===== src/rtl/alu_req_initiator_pkg.sv =====
// Shared types for the ALU request initiator and the asynchronous ALU.
package alu_req_initiator_pkg;

   localparam int unsigned ALU_XLEN = 32;

   // ALU operator encoding, shared with the ALU itself
   typedef enum logic [3:0] {
      ADD = 4'd0,
      SUB = 4'd1,
      SRA = 4'd2,
      SRL = 4'd3,
      SLL = 4'd4,
      XOR = 4'd5,
      OR  = 4'd6,
      AND = 4'd7,
      LT  = 4'd8,
      LTU = 4'd9,
      GE  = 4'd10,
      GEU = 4'd11,
      EQ  = 4'd12,
      NE  = 4'd13
   } alu_op;

   // Initiator handshake states
   typedef enum logic [2:0] {
      IDLE   = 3'd0,
      SETUP  = 3'd1,
      REQ_HI = 3'd2,
      REQ_LO = 3'd3,
      RESP   = 3'd4
   } init_state_e;

   // Bundled-data payload presented to the ALU
   typedef struct packed {
      alu_op               op;
      logic [ALU_XLEN-1:0] a;
      logic [ALU_XLEN-1:0] b;
   } alu_cmd_t;

endpackage


===== src/rtl/alu_req_initiator_sync_ff.sv =====
// N-stage single-bit synchroniser with synchronous active-high reset.
module alu_req_initiator_sync_ff #(
   parameter int unsigned N = 2
) (
   input  logic clk_i,
   input  logic rst_i,
   input  logic d_i,
   output logic q_o
);

   logic [N-1:0] r_sync;

   // Shift the asynchronous input through N flops
   always_ff @(posedge clk_i) begin
      if (rst_i) begin
         r_sync <= '0;
      end else begin
         r_sync <= {r_sync[N-2:0], d_i};
      end
   end

   assign q_o = r_sync[N-1];

endmodule


===== src/rtl/alu_req_initiator.sv =====
// Synchronous initiator for the asynchronous ALU's four-phase req/ack port.
module alu_req_initiator
   import alu_req_initiator_pkg::*;
#(
   parameter int unsigned SYNC_STAGES    = 2,
   parameter int unsigned TIMEOUT_CYCLES = 64
) (
   input  logic                clk_i,
   input  logic                rst_i,
   input  logic                cmd_valid_i,
   output logic                cmd_ready_o,
   input  alu_op               cmd_op_i,
   input  logic [ALU_XLEN-1:0] cmd_a_i,
   input  logic [ALU_XLEN-1:0] cmd_b_i,
   output logic                alu_req_o,
   input  logic                alu_ack_i,
   output logic                alu_rst_no,
   output alu_op               alu_op_o,
   output logic [ALU_XLEN-1:0] alu_a_o,
   output logic [ALU_XLEN-1:0] alu_b_o,
   input  logic [ALU_XLEN-1:0] alu_result_i,
   output logic                res_valid_o,
   input  logic                res_ready_i,
   output logic [ALU_XLEN-1:0] res_data_o,
   output logic                res_err_o,
   output logic                busy_o
);

   localparam int unsigned WDOG_W = (TIMEOUT_CYCLES > 0) ? $clog2(TIMEOUT_CYCLES + 1) : 1;
   localparam logic [WDOG_W-1:0] WDOG_LAST = WDOG_W'(TIMEOUT_CYCLES - 1);
   localparam logic [WDOG_W-1:0] WDOG_MAX  = WDOG_W'(TIMEOUT_CYCLES);
   localparam bit                WDOG_EN   = (TIMEOUT_CYCLES > 0);

   init_state_e         r_state;
   init_state_e         w_next_state;
   alu_cmd_t            r_cmd;
   logic                r_req;
   logic                r_res_valid;
   logic [ALU_XLEN-1:0] r_res_data;
   logic                r_res_err;
   logic [WDOG_W-1:0]   r_wdog;
   logic                r_cmd_ready;
   logic                r_busy;

   logic                w_ack_s;
   logic                w_cmd_hs;
   logic                w_req_rise;
   logic                w_capture;
   logic                w_timeout;
   logic                w_valid_rise;
   logic                w_res_hs;

   // Only the synchronised ack is ever looked at
   alu_req_initiator_sync_ff #(
      .N (SYNC_STAGES)
   ) u_ack_sync (
      .clk_i (clk_i),
      .rst_i (rst_i),
      .d_i   (alu_ack_i),
      .q_o   (w_ack_s)
   );

   // State register
   always_ff @(posedge clk_i) begin
      if (rst_i) begin
         r_state <= IDLE;
      end else begin
         r_state <= w_next_state;
      end
   end

   // Next-state and per-transition strobes
   always_comb begin
      w_next_state = r_state;
      w_cmd_hs     = 1'b0;
      w_req_rise   = 1'b0;
      w_capture    = 1'b0;
      w_timeout    = 1'b0;
      w_valid_rise = 1'b0;
      w_res_hs     = 1'b0;
      unique case (r_state)
         IDLE: begin
            if (cmd_valid_i) begin
               w_cmd_hs     = 1'b1;
               w_next_state = SETUP;
            end
         end
         SETUP: begin
            // A late ack from an abandoned operation must drain before req rises
            if (!w_ack_s) begin
               w_req_rise   = 1'b1;
               w_next_state = REQ_HI;
            end
         end
         REQ_HI: begin
            if (w_ack_s) begin
               w_capture    = 1'b1;
               w_next_state = REQ_LO;
            end else if (WDOG_EN && (r_wdog == WDOG_LAST)) begin
               w_timeout    = 1'b1;
               w_next_state = REQ_LO;
            end
         end
         REQ_LO: begin
            if (!w_ack_s) begin
               w_valid_rise = 1'b1;
               w_next_state = RESP;
            end
         end
         RESP: begin
            if (res_ready_i) begin
               w_res_hs     = 1'b1;
               w_next_state = IDLE;
            end
         end
         default: begin
            w_next_state = IDLE;
         end
      endcase
   end

   // Datapath, handshake and watchdog registers
   always_ff @(posedge clk_i) begin
      if (rst_i) begin
         r_cmd       <= '{op: ADD, a: '0, b: '0};
         r_req       <= 1'b0;
         r_res_valid <= 1'b0;
         r_res_data  <= '0;
         r_res_err   <= 1'b0;
         r_wdog      <= '0;
         r_cmd_ready <= 1'b1;
         r_busy      <= 1'b0;
      end else begin
         r_cmd_ready <= (w_next_state == IDLE);
         r_busy      <= (w_next_state != IDLE);
         if (w_cmd_hs) begin
            r_cmd <= '{op: cmd_op_i, a: cmd_a_i, b: cmd_b_i};
         end
         if (w_req_rise) begin
            r_req <= 1'b1;
         end else if (w_capture || w_timeout) begin
            r_req <= 1'b0;
         end
         if (w_capture) begin
            r_res_data <= alu_result_i;
            r_res_err  <= 1'b0;
         end else if (w_timeout) begin
            r_res_data <= '0;
            r_res_err  <= 1'b1;
         end
         if (w_valid_rise) begin
            r_res_valid <= 1'b1;
         end else if (w_res_hs) begin
            r_res_valid <= 1'b0;
         end
         if (r_state == SETUP) begin
            r_wdog <= '0;
         end else if ((r_state == REQ_HI) && (r_wdog != WDOG_MAX)) begin
            r_wdog <= r_wdog + WDOG_W'(1);
         end
      end
   end

   assign cmd_ready_o = r_cmd_ready & ~rst_i;
   assign alu_rst_no  = ~rst_i;
   assign alu_req_o   = r_req;
   assign alu_op_o    = r_cmd.op;
   assign alu_a_o     = r_cmd.a;
   assign alu_b_o     = r_cmd.b;
   assign res_valid_o = r_res_valid;
   assign res_data_o  = r_res_data;
   assign res_err_o   = r_res_err;
   assign busy_o      = r_busy;

endmodule


===== config.mk =====
export PLATFORM = sky130hd
export DESIGN_NAME = alu_req_initiator
export DESIGN_NICKNAME = d
export VERILOG_FILES = /design/src/rtl/alu_req_initiator_pkg.sv /design/src/rtl/alu_req_initiator_sync_ff.sv /design/src/rtl/alu_req_initiator.sv
export SDC_FILE = /design/constraint.sdc
export NUM_CORES = 1
export LEC_CHECK = 0
export CAP_MARGIN = 10
export CORE_MARGIN = 4
export CORE_UTILIZATION = 42
export CTS_BUF_LIST = sky130_fd_sc_hd__clkbuf_8 sky130_fd_sc_hd__clkbuf_16
export DETAILED_ROUTE_END_ITERATION = 8
export MAX_ROUTING_LAYER = met4
export PLACE_DENSITY = 0.85
export SLEW_MARGIN = 40
export SYNTH_ARGS = -nofsm -noshare
export SYNTH_HDL_FRONTEND = slang
export SYNTH_SLANG_ARGS = --single-unit

===== constraint.sdc =====
create_clock -name clk_i -period 3.15 [get_ports clk_i]
set_clock_uncertainty 0.1 [all_clocks]
set_input_delay 0.63 -clock clk_i [delete_from_list [all_inputs] [get_ports clk_i]]
set_output_delay 0.63 -clock clk_i [all_outputs]
set_load 0.03 [all_outputs]

==> impl_metrics.py <==
metrics = {
    "run_status": {
        "outcome": "finished, final reports clean",
    },
    "yosys": {
        "ys_ff_latch": 117,
        "synthDominantCellAreaShare_pct": 58.0,
        "synth_warnings": 0,
        "synth.largest_area_cell": "dfxtp_1",
        "syn_area_um2": 4040,
        "mappedNetlistNets": 558,
        "synth.area.top_cells": "dfxtp_1 (58%), nand2_1 (13%), a21oi_1 (9.3%)",
        "average_cell_area_after_synthesis_um2": 8.95,
        "post_synth_num_cell_types": 34,
        "synth_cells": 451,
        "synth_sequential_area_ratio_pct": 58.0,
    },
    "cts": {
        "cts.root.buffer_cell": "clkbuf_8",
        "cts.sink_count": 117,
        "clock_buffer_depth": 2,
        "cts_hold_buf": 0,
        "cts_resized": 0,
        "worstSkewPairLatency_ns": 0.50,
        "cts_buffers": 17,
        "post_cts.repair.setup_buffers": 0,
        "cts.clk_slew.worst_paths_ns": 0.06,
        "tritoncts": "yes",
        "htree_num_levels": 4,
    },
    "sta": {
        "post-route-worst-setup-slack_ns": 0.766,
        "post-route-min-period_ns": 2.38,
        "fmax_ghz": 0.420,
        "timing_worst_slew_pin_value_ns": 0.796,
        "part_of_the_cycle_the_worst_path_needs_pct": 75.7,
        "timing_hold_violations_final": 0,
        "grt_setup_unrepaired": "no",
        "setup_tns_final_ns": 0,
        "slew_limit_fails": 0,
        "worst_slew_margin_rel_pct": 47.0,
        "final-setup-viol-count": 0,
    },
    "route": {
        "post-route-drc-count": 0,
        "avgRoutedWirePerCell_um": 16.1,
        "routed_wl_um": 12800,
        "dr.pass1.iters": 4,
        "drt_first_iter_violations": 201,
        "postRouteAntennaNets": 0,
        "route.detailed.vias_per_inst": 4.93,
        "route.vias.total": 3917,
    },
    "grt": {
        "grt_pass1_vias": 3907,
        "grt_usage_pct": 22.7,
        "grt_max_degree": 78,
        "grt_first_pass_wirelength_um": 19600,
        "grt-ovfl-total": 0,
        "gr-max-usage-layer": "met2",
        "met2_usage_pct": 38.6,
        "antenna_found_initial": 0,
        "use_met1_pct": 24.1,
        "groute.layer.met3.usage_pct": 8.01,
    },
    "setup_path": {
        "crit_family": "simple AND/OR/NAND/NOR gates",
        "timing.critical_path.required_ns": 3.43,
        "critical-path-max-stage-delay_ns": 0.49,
        "critPathMaxFanout": 33,
        "critical_path.startpoint_type": "register",
        "critPathCaptureType": "register",
        "cp_data_arrival_time_ns": 2.66,
        "path_cells": "or3b_4 > or4_4 > and3_2 > a22o_1",
        "cpMaxStageDelayCell": "dfxtp_1",
        "timing_worst_setup_path_type": "register to register",
        "path_buf_inv": 0,
    },
    "finish": {
        "most_common_cell_after_layout_fill_and_taps_aside": "clkdlybuf4s50_1",
        "final_cell_count_no_fill": 795,
        "nets": 760,
        "num_antenna_cells": 0,
        "area_growth_syn_to_fin_pct": 69.3,
        "final_layout_size_suffix_gt1_share_pct": 6.91,
        "most_used_cells_in_the_layout_excluding_fill_and_tap_cells": "clkdlybuf4s50_1 (209), nand2_1 (141), dfxtp_1 (117)",
    },
    "power_and_ir_drop": {
        "power.density_cell_area_nw_per_um2": 641,
        "vdd_ir_drop_max_mv": 0.407,
        "leakagePower_nw": 2.56,
        "post-layout-total-power_w": 0.00438,
    },
    "floorplanning": {
        "chipHeight_um": 106,
        "std_cell_rows": 35,
        "io-pin-count": 211,
        "initial_core_util_pct": 43.5,
        "die_area_um2": 11200,
        "die_width_um": 106,
        "placeable_core_region_um2": 9280,
    },
    "place": {
        "pre_cts_slack_ns": 0.750,
        "detailed_place_hpwl_um": 8890,
        "place.port_buffers": 210,
        "gp_congestion": 0.897,
        "place.detailed.instances": 763,
    },
    "worst_hold_path": {
        "hold_path_class": "register to register",
    },
    "job": {
        "max_cap_violations": 0,
    },
}
[tightest hold or removal path, stage by stage (launching register included)]
cell     delay [ns]
dfxtp_1        0.30
nand2_1        0.05
a21oi_1        0.05
[final timing paths]
kind,startpoint,end,slack (ns),cells after the start
max,r_state[1],res_data_o[14],0.77,4
min,alu_b_o[6],alu_b_o[6],0.35,2
max reg2reg,r_state[1],res_data_o[14],0.77,4
min reg2reg,alu_b_o[6],alu_b_o[6],0.35,2
[routing by layer]
layer	vias to the layer above	wire length, um
li1	1915	-
met1	1808	5010
met2	170	6420
met3	24	1060
met4	0	308
met5	-	0
[cell type report]
cell class                      instances  area (um2)
Clock buffer                           19         442
Tap cell                              129         161
Multi-Input combinational cell        295        1520
Inverter                                6        22.5
Sequential cell                       117        2340
Fill cell                             647        2450
Timing Repair Buffer                  216        2140
Clock inverter                         13         204
[metrics by stage]
| step | hold WS (ns) | util, % | instance area (um2) |
|---|---|---|---|
| finish | 0.353 | 73.6 | 6840 |
| global route | 0.369 | 73.6 | 6840 |
| CTS | 0.353 | 73.6 | 6840 |
| detailed placement | 0.346 | 66.7 | 6190 |
| global placement | 0.317 | 66.7 | 6190 |
| floorplan | 0.314 | - | 4040 |
[state kept, by name, summed over array words and instances (netlist names)]
register and cells:
alu_b_o 32, res_err_o 1, r_state 3, busy_o 1, alu_req_o 1, alu_a_o 32, alu_op_o 4, res_data_o 32
res_valid_o 1, r_cmd_ready 1, u_ack_sync.r_sync 2, r_wdog 7
[report_power, final]
part	switching, W	internal (W)	total, W
combinational	0.000378	0.000317	0.000695
clock	0.000671	0.00140	0.00207
sequential	0.0000478	0.00157	0.00161
[synth_stat cells (all sizes together)]
master / number
a211oi: 1
a21oi: 75
a221oi: 2
a22o: 32
a31oi: 1
a32o: 1
and3: 2
buf: 10
clkbuf: 23
dfxtp: 117
ha: 2
inv: 6
mux2i: 1
nand2: 141
nand3: 2
nand3b: 2
nand4: 1
nor2: 8
nor2b: 5
nor3: 2
nor3b: 1
nor4b: 2
o21ai: 2
o31ai: 1
or2: 2
or3: 1
or3b: 1
or4: 2
xnor2: 3
xor2: 2
[cells by family (layout without fill, tap and decap cells)]
kind of cell / Yosys count / after routing / share of synthesized area (%)
AOI/OAI and AO/OA: 115 / 115 / 17.7
xor gates and xnor gates: 5 / 5 / 1.08
adders and majority gates: 2 / 2 / 0.620
buffers and inverters: 39 / 254 / 4.56
DFF: 117 / 117 / 58.0
muxes: 1 / 1 / 0.248
and+or+nand+nor: 172 / 172 / 17.8
Note: power is estimated with default switching activity, not from simulation.
